<file path="config.mk">
export PLATFORM = sky130hd
export DESIGN_NAME = point_stream_decoder
export DESIGN_NICKNAME = d
export VERILOG_FILES = /design/src/rtl/vectorfpga_pkg.sv /design/src/rtl/sync_fifo.sv /design/src/rtl/point_stream_decoder.sv
export SDC_FILE = /design/constraint.sdc
export NUM_CORES = 1
export LEC_CHECK = 0
export BUFFER_PORTS_ARGS = -buffer_cell sky130_fd_sc_hd__buf_4
export CORE_UTILIZATION = 56
export DETAILED_ROUTE_END_ITERATION = 7
export PLACE_DENSITY = 0.84
export SYNTH_ARGS = -nofsm -noshare
export SYNTH_HDL_FRONTEND = slang
export SYNTH_SLANG_ARGS = --single-unit
</file>
<file path="constraint.sdc">
create_clock -name clk -period 7.9 [get_ports clk]
set_clock_uncertainty 0.2 [all_clocks]
set_input_delay 0.79 -clock clk [delete_from_list [all_inputs] [get_ports clk]]
set_output_delay 0.79 -clock clk [all_outputs]
set_load 0.02 [all_outputs]
</file>
<file path="src/rtl/vectorfpga_pkg.sv">
// Shared constants for the vectorfpga stream path.
//   OP_JUMP / OP_DRAW : point-word opcodes that produce a command
//   ST_IDLE / ST_STREAM : assembler state encodings
//   fifo_w()          : width of one queued command {draw, x, y}
package vectorfpga_pkg;

   localparam logic [1:0] OP_JUMP = 2'b00;
   localparam logic [1:0] OP_DRAW = 2'b01;

   localparam logic [0:0] ST_IDLE   = 1'b0;
   localparam logic [0:0] ST_STREAM = 1'b1;

   function automatic int fifo_w(input int coord_w);
      return 2 * coord_w + 1;
   endfunction

endpackage

</file>
<file path="src/rtl/sync_fifo.sv">
// Single-clock FIFO with registered read data.
//   clk, reset : clock, synchronous active-high reset
//   push, din  : write request and data (ignored when full unless popping)
//   pop, dout  : read request; dout updates on the edge that pops
//   full, empty, level : occupancy status
module sync_fifo #(
   parameter int WIDTH = 25,
   parameter int DEPTH = 16
) (
   input  logic                     clk,
   input  logic                     reset,
   input  logic                     push,
   input  logic                     pop,
   input  logic [WIDTH-1:0]         din,
   output logic [WIDTH-1:0]         dout,
   output logic                     full,
   output logic                     empty,
   output logic [$clog2(DEPTH):0]   level
);

   localparam int AW = $clog2(DEPTH);

   logic [WIDTH-1:0] mem_q [DEPTH];
   logic [AW-1:0]    wr_ptr_q, wr_ptr_d;
   logic [AW-1:0]    rd_ptr_q, rd_ptr_d;
   logic [AW:0]      level_q, level_d;
   logic [WIDTH-1:0] dout_q, dout_d;
   logic             do_push, do_pop;

   always_comb begin
      empty    = (level_q == '0);
      full     = (level_q == (AW+1)'(DEPTH));
      do_pop   = pop && !empty;
      // A push at full is accepted only when a pop frees the slot in the same cycle.
      do_push  = push && (!full || do_pop);
      wr_ptr_d = do_push ? wr_ptr_q + AW'(1) : wr_ptr_q;
      rd_ptr_d = do_pop  ? rd_ptr_q + AW'(1) : rd_ptr_q;
      dout_d   = do_pop  ? mem_q[rd_ptr_q]   : dout_q;
      level_d  = level_q;
      if (do_push && !do_pop) begin
         level_d = level_q + (AW+1)'(1);
      end else if (!do_push && do_pop) begin
         level_d = level_q - (AW+1)'(1);
      end
   end

   always_ff @(posedge clk) begin
      if (reset) begin
         wr_ptr_q <= '0;
         rd_ptr_q <= '0;
         level_q  <= '0;
         dout_q   <= '0;
      end else begin
         wr_ptr_q <= wr_ptr_d;
         rd_ptr_q <= rd_ptr_d;
         level_q  <= level_d;
         dout_q   <= dout_d;
      end
   end

   always_ff @(posedge clk) begin
      if (do_push) begin
         mem_q[wr_ptr_q] <= din;
      end
   end

   assign dout  = dout_q;
   assign level = level_q;

endmodule

</file>
<file path="src/rtl/point_stream_decoder.sv">
// Turns the UART byte stream into queued jump/draw commands for the
// line-draw controller.
//   clk, reset          : clock, synchronous active-high reset
//   rx_valid, rx_byte   : received byte strobe and data
//   ready               : controller can accept a command
//   x, y, draw, jump    : command output; draw/jump are one-cycle pulses
//   streaming           : assembler is inside a frame
//   frame_done          : one-cycle pulse on a done word
//   fifo_level          : command FIFO occupancy
//   overflow            : sticky, a command was dropped on a full FIFO
module point_stream_decoder
   import vectorfpga_pkg::*;
#(
   parameter int         COORD_W         = 12,
   parameter int         BYTES_PER_POINT = 4,
   parameter int         FIFO_DEPTH      = 16,
   parameter logic [7:0] DONE_BYTE       = 8'h01
) (
   input  logic                          clk,
   input  logic                          reset,
   input  logic                          rx_valid,
   input  logic [7:0]                    rx_byte,
   input  logic                          ready,
   output logic [COORD_W-1:0]            x,
   output logic [COORD_W-1:0]            y,
   output logic                          draw,
   output logic                          jump,
   output logic                          streaming,
   output logic                          frame_done,
   output logic [$clog2(FIFO_DEPTH):0]   fifo_level,
   output logic                          overflow
);

   localparam int W  = 8 * BYTES_PER_POINT;
   localparam int FW = fifo_w(COORD_W);
   localparam int CW = (BYTES_PER_POINT > 1) ? $clog2(BYTES_PER_POINT) : 1;
   localparam logic [CW-1:0] LAST_IDX  = CW'(BYTES_PER_POINT - 1);
   localparam logic [W-1:0]  DONE_WORD = {BYTES_PER_POINT{DONE_BYTE}};

   logic [0:0]    state_q, state_d;
   logic [CW-1:0] cnt_q, cnt_d;
   // Only the earlier BYTES_PER_POINT-1 bytes need storing; the last byte
   // is taken straight from rx_byte when the word completes.
   logic [W-9:0]  sr_q, sr_d;
   logic          push_q, push_d;
   logic [FW-1:0] entry_q, entry_d;
   logic          frame_done_q, frame_done_d;
   logic          issue_q, issue_d;
   logic          overflow_q, overflow_d;

   logic [W-1:0]  word;
   logic [1:0]    op;
   logic          pop;
   logic          fifo_full, fifo_empty;
   logic [FW-1:0] fifo_dout;

   always_comb begin
      state_d      = state_q;
      cnt_d        = cnt_q;
      sr_d         = sr_q;
      push_d       = 1'b0;
      entry_d      = entry_q;
      frame_done_d = 1'b0;
      word         = {sr_q, rx_byte};
      op           = word[W-1:W-2];

      if (rx_valid) begin
         if (state_q == ST_IDLE) begin
            if (rx_byte != '0) begin
               state_d = ST_STREAM;
               cnt_d   = '0;
            end
         end else begin
            sr_d = word[W-9:0];
            if (cnt_q == LAST_IDX) begin
               cnt_d = '0;
               if (word == DONE_WORD) begin
                  frame_done_d = 1'b1;
                  state_d      = ST_IDLE;
               end else if (op == OP_JUMP || op == OP_DRAW) begin
                  push_d  = 1'b1;
                  entry_d = {op[0], word[2*COORD_W-1:COORD_W], word[COORD_W-1:0]};
               end
            end else begin
               cnt_d = cnt_q + CW'(1);
            end
         end
      end

      // issue_q marks the pulse cycle, which blocks the next pop and forces an idle gap.
      pop        = !fifo_empty && ready && !issue_q;
      issue_d    = pop;
      overflow_d = overflow_q | (push_q && fifo_full && !pop);
   end

   always_ff @(posedge clk) begin
      if (reset) begin
         state_q      <= ST_IDLE;
         cnt_q        <= '0;
         sr_q         <= '0;
         push_q       <= 1'b0;
         entry_q      <= '0;
         frame_done_q <= 1'b0;
         issue_q      <= 1'b0;
         overflow_q   <= 1'b0;
      end else begin
         state_q      <= state_d;
         cnt_q        <= cnt_d;
         sr_q         <= sr_d;
         push_q       <= push_d;
         entry_q      <= entry_d;
         frame_done_q <= frame_done_d;
         issue_q      <= issue_d;
         overflow_q   <= overflow_d;
      end
   end

   sync_fifo #(
      .WIDTH (FW),
      .DEPTH (FIFO_DEPTH)
   ) u_fifo (
      .clk   (clk),
      .reset (reset),
      .push  (push_q),
      .pop   (pop),
      .din   (entry_q),
      .dout  (fifo_dout),
      .full  (fifo_full),
      .empty (fifo_empty),
      .level (fifo_level)
   );

   // x/y come straight from the FIFO read register, so they hold between commands.
   assign x          = fifo_dout[2*COORD_W-1:COORD_W];
   assign y          = fifo_dout[COORD_W-1:0];
   assign draw       = issue_q &  fifo_dout[2*COORD_W];
   assign jump       = issue_q & ~fifo_dout[2*COORD_W];
   assign streaming  = (state_q == ST_STREAM);
   assign frame_done = frame_done_q;
   assign overflow   = overflow_q;

endmodule

</file>
==> results of run 1 <==
[layer usage]
layer / up-vias / global-route usage (%) / wire length, um
met5: - / 0 / 9
met3: 92 / 4.40 / 3420
met1: 5157 / 32.2 / 16000
met4: 2 / 8.66 / 1330
met2: 486 / 38.2 / 19700
li1: 4410 / - / -
[final timing paths]
kind | from | endpoint | slack, ns
max | u_fifo.level[0]$_SDFFE_PP0P_ | u_fifo.level[4]$_SDFFE_PP0P_ | 4.42
min | sr_q[20]$_SDFFE_PP0P_ | sr_q[20]$_SDFFE_PP0P_ | 0.25
min reg2reg | sr_q[20]$_SDFFE_PP0P_ | sr_q[20]$_SDFFE_PP0P_ | 0.25
max reg2reg | u_fifo.level[0]$_SDFFE_PP0P_ | u_fifo.level[4]$_SDFFE_PP0P_ | 4.42
[Yosys cell counts, types with 2 or more instances]
cell type,number,area share [%]
buf_2,13,0.34
buf_1,11,0.21
or3_1,3,0.097
mux2i_1,29,1.5
and3_1,19,0.61
edfxtp_1,400,62
xnor2_1,2,0.091
a221o_1,25,1.3
nand2_1,76,1.5
a211o_1,18,0.82
buf_4,26,1.0
a22oi_1,4,0.16
or4_1,2,0.078
nand4_1,8,0.26
nor2_1,94,1.8
o21ai_0,3,0.078
or4_4,2,0.12
a21o_1,3,0.12
nor2b_1,10,0.32
clkbuf_1,38,0.74
xor2_1,6,0.27
nand3_1,14,0.36
nor3_1,8,0.21
dfxtp_1,94,9.7
and2_1,3,0.097
mux2_2,26,1.5
nor3b_1,3,0.12
a21oi_1,31,0.80
o211ai_1,2,0.078
mux4_2,100,12
ha_1,10,0.65
inv_1,6,0.12
nor4_1,3,0.097
[stage by stage]
step           instance area, um2  cells  hold WS (ns)
2_1_floorplan               19300   1112         0.231
3_3_place_gp                20000   1540         0.238
3_5_place_dp                20000   1540         0.247
4_1_cts                     21500   1628         0.254
5_1_grt                     21500   1628         0.272
6_report                    21500   1628         0.254
[power groups by stage]
stage          Clock, mW  Sequential, mW  Combinational (mW)
2_1_floorplan          0            2.93               0.552
3_3_place_gp           0            2.95               0.654
3_5_place_dp           0            2.95               0.667
4_1_cts             2.17            2.90               0.673
5_1_grt             2.27            2.91               0.713
6_report            2.14            2.90               0.663
[layout make-up]
class,count,share of cell area [%]
flip-flops and latches,494,64.6
clock inverters,22,0.703
repair buffers,69,2.41
multi-input cells,523,23.4
clock buffers,66,6.22
inverters,6,0.105
well taps,448,2.60
[cells by family after synthesis]
kind of cell,Yosys count
buffers and inverters,95
multiplexers,155
AO/OA/AOI/OAI,93
XOR/XNOR,8
flip-flops,494
AND/OR/NAND/NOR,256
adder cells (fa/ha/maj),11
[worst register-to-register path, delay by kind of cell, from the launching register on]
kind	cells	cell delay (ns)
adder cells (fa/ha/maj)	2	0.55
AND/OR/NAND/NOR	1	0.71
flip-flops	1	0.36
AO/OA/AOI/OAI	3	0.83
buffers and inverters	1	0.17
multiplexers	2	0.55
[state kept, by name (all words and copies together) (netlist names)]
register and cells:
u_fifo.wr_ptr_q 4, streaming 1, overflow 1, u_fifo.level 5
u_fifo.mem_q 400, cnt_q 2, u_fifo.dout 25, entry_q 25
frame_done 1, push_q 1, issue_q 1, sr_q 24
u_fifo.rd_ptr_q 4
==> reports/qor.yml, run 1 <==
status: "finished, final reports clean"
hold_depth: 2
drc: 0
tightest_slew_ns: 1.03
synthesis.nets: 1135
path_common_cell: "ha_1"
fp.dieH_um: 188
cp_cell_sequence: "or4_1 -> o31a_1 -> ha_1 -> inv_1 -> ha_1 -> a21o_1 -> a21oi_1 -> mux2i_1 -> mux2_2"
async_flop_share_pct: 0
tns_ns: 0
switching_share_pct: 23.3
cellLeakagePower_nw: 7.53
min_path_type: "reg2reg"
post_cts_buffers: 0
synth_top_family_by_area: "multiplexers"
slowest_delay_ns: 0.71
synth_edf_count: 400
netlist_area_um2: 19300
grtUsageTotal_pct: 23.6
seq_area_frac_synth_pct: 71.8
multi_input_area_um2: 5030
clkTransAtPathRegs_ns: 0.06
max_freq_mhz: 287
firstDrtPassIters: 6
cts_max_level: 2
clock_sinks: 494
grt_max_degree: 58
synth.distinct_cells: 53
p_comb_share_pct: 11.6
place_ws_ns: 4.12
vias_per_cell: 6.23
synthToLayoutAreaGrowth_pct: 11.3
setup_viol: 0
reg2reg_depth: 9
startpoint_type: "flop"
powerDensity_nw_per_um2: 265
synth_simple_gate_area_share_pct: 6.18
synthXorXnorAreaFrac_pct: 0.362
dieArea_um2: 35300
drv_slew: 0
p_clk_share_pct: 37.5
setup_ws_ns: 4.42
synth_warnings: 0
first_iter_violations: 1146
fin_util_pct: 63.7
post-route-period-util_pct: 44.1
grt_pass1_vias: 10360
power_switching_mw: 1.33
antenna_found_initial: 1
clockBufferDepth: 3
path_depth: 9
p_int_mw: 4.37
drive_gt1_share_pct: 25.3
numCtsBuffers: 47
hold_viol: 0
num-fill-cells: 2193
final-seq-area_um2: 13900
cts_tree: "done"
critPathCaptureType: "flop"
arrival_ns: 3.72
totalWireLength_um: 40500
slowest_stage: "or4_1"
ys.flop_type: "edfxtp_1"
clock-root-buffer: "clkbuf_16"
insertion_delay_ns: 0.56
worst-setup-path-type: "reg2reg"
syn_avg_cell_area_um2: 17.4
cts_hold_buf: 0
critical_path_buf_inv_count: 1
final_cell_mix: "edfxtp_1 (400), mux4_2 (100), dfxtp_1 (91)"
vdd_drop_max_v: 0.000171
grt_pass1_wl_um: 61700
worst-path-max-fanout: 8
grt_setup_unrepaired: "false"
core-area_um2: 33800
maxSlewHeadroom_pct: 31.6
p_total_mw: 5.70
num_vias: 10147
seqPwrFrac_pct: 50.9
postSynthCellCount: 1112
critical-path-top-delay-family: "compound AO/OA/AOI/OAI gates"
antenna-diode-count: 0
start_util_pct: 57.3
die_x_um: 188
layout_commonest_cell: "edfxtp_1"
post_cts_resized: 0
std_cell_rows: 67
fin_nets: 1164
synth.area.mux_share_pct: 14.7
grt_overflow: 0
synth_seq_cells: 494
maxCapViolations: 0
synth_fa_ha_area_share_pct: 0.750
dpl.hpwl_um: 21300
gp_congestion: 0.831
synth_compound_area_share_pct: 3.75
cp.required_ns: 8.14
num_io_pins: 46
portBuffers: 45
route.antenna.remaining_nets: 0
period_needed_ns: 3.48
wl_per_cell_um: 24.9
No activity file was read; power rests on OpenSTA's default activity.
==> run 2, diff against run 1 <==
--- a/config.mk
+++ b/config.mk
@@ -8,7 +8,7 @@
 export BUFFER_PORTS_ARGS = -buffer_cell sky130_fd_sc_hd__buf_4
 export CORE_UTILIZATION = 56
 export DETAILED_ROUTE_END_ITERATION = 7
-export PLACE_DENSITY = 0.84
+export PLACE_DENSITY = 0.86
 export SYNTH_ARGS = -nofsm -noshare
 export SYNTH_HDL_FRONTEND = slang
 export SYNTH_SLANG_ARGS = --single-unit
==> constraint.sdc (replaced) <==
create_clock -name clk -period 2.9 [get_ports clk]
set_clock_uncertainty 0.2 [all_clocks]
set_input_delay 0.29 -clock clk [delete_from_list [all_inputs] [get_ports clk]]
set_output_delay 0.29 -clock clk [all_outputs]
set_load 0.02 [all_outputs]
==> run 2 against run 1 <==
Worst hold slack worse by 0.012 ns. Combinational power grew to 3.2 times the previous value. Via count is 5.1% higher. Register-to-register slack worse by 4.4 ns. Critical endpoint unchanged. Fmax is 22% higher.
==> reports/qor.yml, run 2 (same netlist as run 1, synthesis figures left out) <==
startpoint_type: "flop"
num_vias: 10663
dieArea_um2: 35300
clockBufferDepth: 3
std_cell_rows: 67
critPathCaptureType: "flop"
layout_commonest_cell: "edfxtp_1"
final_area_um2: 22200
core-area_um2: 33800
drive_gt1_share_pct: 26.9
final-seq-area_um2: 13900
top_register: "u_fifo.mem_q"
route.antenna.remaining_nets: 0
clock_sinks: 494
fp.dieH_um: 188
cts_max_level: 2
num_io_pins: 46
drc: 0
maxCapViolations: 0
fin_nets: 1208
vdd_drop_max_v: 0.000568
clkTransAtPathRegs_ns: 0.06
grt_max_degree: 45
place_ws_ns: 0.00748
maxSlewHeadroom_pct: 23.7
p_total_mw: 16.2
cts_tree: "done"
largest_register_ff_count: 400
powerDensity_nw_per_um2: 730
drv_slew: 0
hold_viol: 0
dpl.hpwl_um: 24600
hold_slack_ns: 0.241
max_freq_mhz: 351
worst-setup-path-type: "reg2reg"
first_iter_violations: 1200
tightest_slew_ns: 1.14
grt_pass1_vias: 11103
setup_viol: 0
insertion_delay_ns: 0.56
vias_per_cell: 6.37
grt_pass1_wl_um: 66800
status: "finished, final reports clean"
period_needed_ns: 2.85
grt_setup_unrepaired: "true"
numCtsBuffers: 48
antenna_found_initial: 1
cellLeakagePower_nw: 7.80
min_path_type: "in2reg"
arrival_ns: 3.09
start_util_pct: 57.3
place_area_um2: 20500
post-route-period-util_pct: 98.3
setup_ws_ns: 0.0499
wl_per_cell_um: 26.2
clock-root-buffer: "clkbuf_16"
worst-path-max-fanout: 5
multi_input_area_um2: 5090
portBuffers: 45
synthToLayoutAreaGrowth_pct: 15.0
firstDrtPassIters: 5
cp.required_ns: 3.14
grtUsageTotal_pct: 25.5
num-fill-cells: 2094
antenna-diode-count: 0
tns_ns: 0
totalWireLength_um: 43900
die_x_um: 188
final_cell_mix: "edfxtp_1 (400), mux4_2 (100), dfxtp_1 (88)"
grt_overflow: 0
gp_congestion: 0.810
-- run 2: final timing paths --
path / cells after the start / slack, ns / from / to
worst min register to register: 2 / 0.25 / sr_q[19]$_SDFFE_PP0P_ / sr_q[19]$_SDFFE_PP0P_
worst min-delay path: 6 / 0.24 / ready / u_fifo.rd_ptr_q[3]$_SDFFE_PP0P_
worst max register to register: 9 / 0.05 / u_fifo.level[0]$_SDFFE_PP0P_ / u_fifo.level[4]$_SDFFE_PP0P_
worst max-delay path: 9 / 0.05 / u_fifo.level[0]$_SDFFE_PP0P_ / u_fifo.level[4]$_SDFFE_PP0P_
-- run 2: critical path, stage by stage, from the launching register on --
cell and delay [ns]:
dfxtp_4 0.34, or4_4 0.56, o31a_1 0.31, ha_4 0.20, inv_6 0.07, ha_4 0.19, a21o_1 0.18, a21oi_2 0.14
mux2i_1 0.20, mux2_2 0.34
-- run 2: per-stage QoR --
stage	instances	util (%)
after floorplan	1112	-
after global placement	1566	60.7
after detailed placement	1566	60.7
after CTS	1671	65.8
after global routing	1673	65.8
final	1673	65.8
-- run 2: what timing repair did --
action | 4_1_cts | 5_1_grt
hold buffers | 15 | 0
hold endpoints to repair | 32 | 0
setup buffers | 0 | 2
gates resized for setup | 0 | 3
endpoints found under the setup margin | 0 | 1
-- run 2: layout make-up --
type                       instances  area share, %
inverter                           6          0.124
sequential                       494           62.5
timing repair buffer             112           4.85
clock inverter                    21           1.09
multi-input combinational        523           22.9
clock buffer                      69           5.98
tap                              448           2.52
-- run 2: power breakdown --
part | total (mW) | switching (mW) | internal [mW] | leakage (nW)
Clock | 6.24 | 2.59 | 3.65 | 0.755
Combinational | 2.15 | 1.07 | 1.08 | 2.18
Sequential | 7.85 | 0.146 | 7.71 | 4.87
Total | 16.2 | 3.80 | 12.4 | 7.80
-- run 2: routing by layer --
layer	vias to the layer above	GRT usage, %	wire length (um)	share of wire (%)
met5	-	0	0	0
met4	0	8.07	1250	2.9
met3	109	4.60	3390	7.7
met2	575	42.9	22000	50
met1	5491	34.0	17300	39
li1	4488	-	-	-
==> run 3, diff against run 2 <==
--- a/config.mk
+++ b/config.mk
@@ -8,7 +8,8 @@
 export BUFFER_PORTS_ARGS = -buffer_cell sky130_fd_sc_hd__buf_4
 export CORE_UTILIZATION = 56
 export DETAILED_ROUTE_END_ITERATION = 7
-export PLACE_DENSITY = 0.86
+export GPL_TIMING_DRIVEN = 0
+export PLACE_DENSITY = 0.84
 export SYNTH_ARGS = -nofsm -noshare
 export SYNTH_HDL_FRONTEND = slang
 export SYNTH_SLANG_ARGS = --single-unit
==> constraint.sdc (replaced) <==
create_clock -name clk -period 3.53 [get_ports clk]
set_clock_uncertainty 0.2 [all_clocks]
set_input_delay 0.353 -clock clk [delete_from_list [all_inputs] [get_ports clk]]
set_output_delay 0.353 -clock clk [all_outputs]
set_load 0.02 [all_outputs]
==> run 3 against run 2 <==
Register-to-register slack better by 0.11 ns. Sequential share of layout area down 0.33 points. Critical path depth up 1. Worst setup slack better by 0.11 ns. Core utilization up 0.27 points. Final area up 0.41%. Sequential power down 18%. Die area unchanged. Fmax down 16%. Final cell count up 2.4%. Combinational power down 13%. Clock-buffer cell count unchanged. Critical path type unchanged.
==> reports/qor.yml, run 3 (same netlist as run 1, synthesis figures left out) <==
p_clk_share_pct: 38.5
insertion_delay_ns: 0.54
max_freq_mhz: 296
vdd_drop_max_v: 0.000763
maxCapViolations: 0
post-route-period-util_pct: 95.6
wl_per_cell_um: 26.8
crit_end: "u_fifo.level[4]$_SDFFE_PP0P_"
clkTransAtPathRegs_ns: 0.06
grt_max_degree: 26
cts_max_level: 2
core-area_um2: 33800
firstDrtPassIters: 5
critPathCaptureType: "flop"
clock_sinks: 494
drc: 0
r2r_slack_ns: 0.16
status: "finished, final reports clean"
num_vias: 10880
final_cell_mix: "edfxtp_1 (400), mux4_2 (100), dfxtp_1 (94)"
num_io_pins: 46
largest_register_ff_count: 400
grt_pass1_wl_um: 68400
antenna-diode-count: 0
startpoint_type: "flop"
r2r_start: "u_fifo.level[0]$_SDFFE_PP0P_"
reg2reg_to: "u_fifo.level[4]$_SDFFE_PP0P_"
antenna_found_initial: 0
worst-setup-path-type: "reg2reg"
p_total_mw: 13.5
grt_overflow: 0
min_path_type: "in2reg"
gp_congestion: 0.915
layout.cells.non_filler: 1713
dieArea_um2: 35300
post_cts_buffers: 0
layout_commonest_cell: "edfxtp_1"
slowest_delay_ns: 0.52
grt_pass1_vias: 11079
hold_viol: 0
cts_tree: "done"
cp_cell_sequence: "or4_1 -> buf_2 -> o21ai_4 -> ha_1 -> inv_2 -> fa_1 -> a21o_1 -> a21oi_1 -> mux2i_1 -> mux2_2"
grt_setup_unrepaired: "false"
fp.dieH_um: 188
reg2reg_depth: 10
totalWireLength_um: 45800
numCtsBuffers: 47
first_iter_violations: 1202
period_needed_ns: 3.37
powerDensity_nw_per_um2: 605
placedCellCount: 1618
start_util_pct: 57.3
clockBufferDepth: 3
p_comb_share_pct: 13.8
drv_slew: 0
tightest_slew_ns: 1.07
route.antenna.remaining_nets: 0
setup_viol: 0
seqPwrFrac_pct: 47.7
power_switching_mw: 3.14
place_area_um2: 20600
std_cell_rows: 67
switching_share_pct: 23.3
drive_gt1_share_pct: 25.2
cp.required_ns: 3.76
grtUsageTotal_pct: 26.4
cellLeakagePower_nw: 7.76
tns_ns: 0
p_int_mw: 10.4
clock-root-buffer: "clkbuf_16"
fin_nets: 1250
top_register: "u_fifo.mem_q"
die_x_um: 188
slowest_stage: "or4_1"
worst-path-max-fanout: 7
synthToLayoutAreaGrowth_pct: 15.5
crit_start: "u_fifo.level[0]$_SDFFE_PP0P_"
portBuffers: 45
dpl.hpwl_um: 27100
vias_per_cell: 6.35
final_area_um2: 22300
maxSlewHeadroom_pct: 28.7
arrival_ns: 3.60
## run 3: cell count changes in the layout (fill, tap and decap cells not counted), moves of 6 or more
cell,previous run,this run
nor2_2,12,0
buf_16,0,6
buf_1,0,11
nor2_4,2,13
buf_12,16,4
buf_2,0,13
dlygate4sd3_1,15,9
dfxtp_1,88,94
buf_4,81,71
clkbuf_1,17,53
## run 3: layer usage
metal | part of all wire (%) | up-vias | track usage [%] | wire [um]
met1 | 38 | 5484 | 34.8 | 17400
met5 | 0 | - | 0 | 0
met4 | 5.2 | 0 | 13.1 | 2370
met3 | 8.8 | 154 | 4.94 | 4050
met2 | 48 | 667 | 42.5 | 22000
li1 | - | 4575 | - | -
## run 3: power groups by stage
stage	combinational (mW)	sequential (mW)	clock (mW)
after floorplan	1.32	6.55	0
after global placement	1.77	6.56	0
after detailed placement	1.83	6.56	0
after CTS	1.87	6.44	5.23
after global routing	1.98	6.46	5.44
final	1.86	6.45	5.21
## run 3: worst min-delay path by stage
stage	slack, ns	from	to	cells past startpoint
final	0.23	reset	u_fifo.dout[16]$_SDFFE_PP0P_	3
after global routing	0.21	reset	u_fifo.dout[16]$_SDFFE_PP0P_	3
after CTS	0.21	reset	u_fifo.dout[16]$_SDFFE_PP0P_	3
after detailed placement	0.25	sr_q[19]$_SDFFE_PP0P_	sr_q[19]$_SDFFE_PP0P_	2
after global placement	0.24	sr_q[16]$_SDFFE_PP0P_	sr_q[16]$_SDFFE_PP0P_	2
after floorplan	0.23	sr_q[21]$_SDFFE_PP0P_	sr_q[21]$_SDFFE_PP0P_	2
## run 3: stage by stage
| stage | hold WS, ns | util (%) | worst slack, ns |
|---|---|---|---|
| 6_report | 0.231 | 66.1 | 0.157 |
| 3_3_place_gp | 0.243 | 60.0 | -2.05 |
| 4_1_cts | 0.209 | 66.1 | 0.0591 |
| 2_1_floorplan | 0.231 | - | 0.113 |
| 3_5_place_dp | 0.249 | 61.1 | 0.00733 |
| 5_1_grt | 0.208 | 66.1 | 0.0182 |
## run 3: cell type report
cell class	count	area [um2]
Sequential cell	494	13900
Fill cell	2109	11400
Multi-Input combinational cell	523	5100
Clock buffer	69	1330
Timing Repair Buffer	67	707
Tap cell	448	561
Buffer	88	453
Clock inverter	18	268
Inverter	6	22.5
## run 3: critical path, delay by kind of cell (launching register included)
kind | cells | cell delay (ns)
adder cells (fa/ha/maj) | 2 | 0.66
AO/OA/AOI/OAI | 3 | 0.65
multiplexers | 2 | 0.56
AND/OR/NAND/NOR | 1 | 0.52
flip-flops | 1 | 0.37
buffers and inverters | 2 | 0.28
## run 3: timing repair
| action | 4_1_cts | 5_1_grt |
|---|---|---|
| gates resized for setup | 1 | 2 |
| endpoints found under the setup margin | 1 | 1 |
| hold endpoints to repair | 15 | 0 |
| hold buffers | 9 | 0 |
| pin swaps | 0 | 1 |
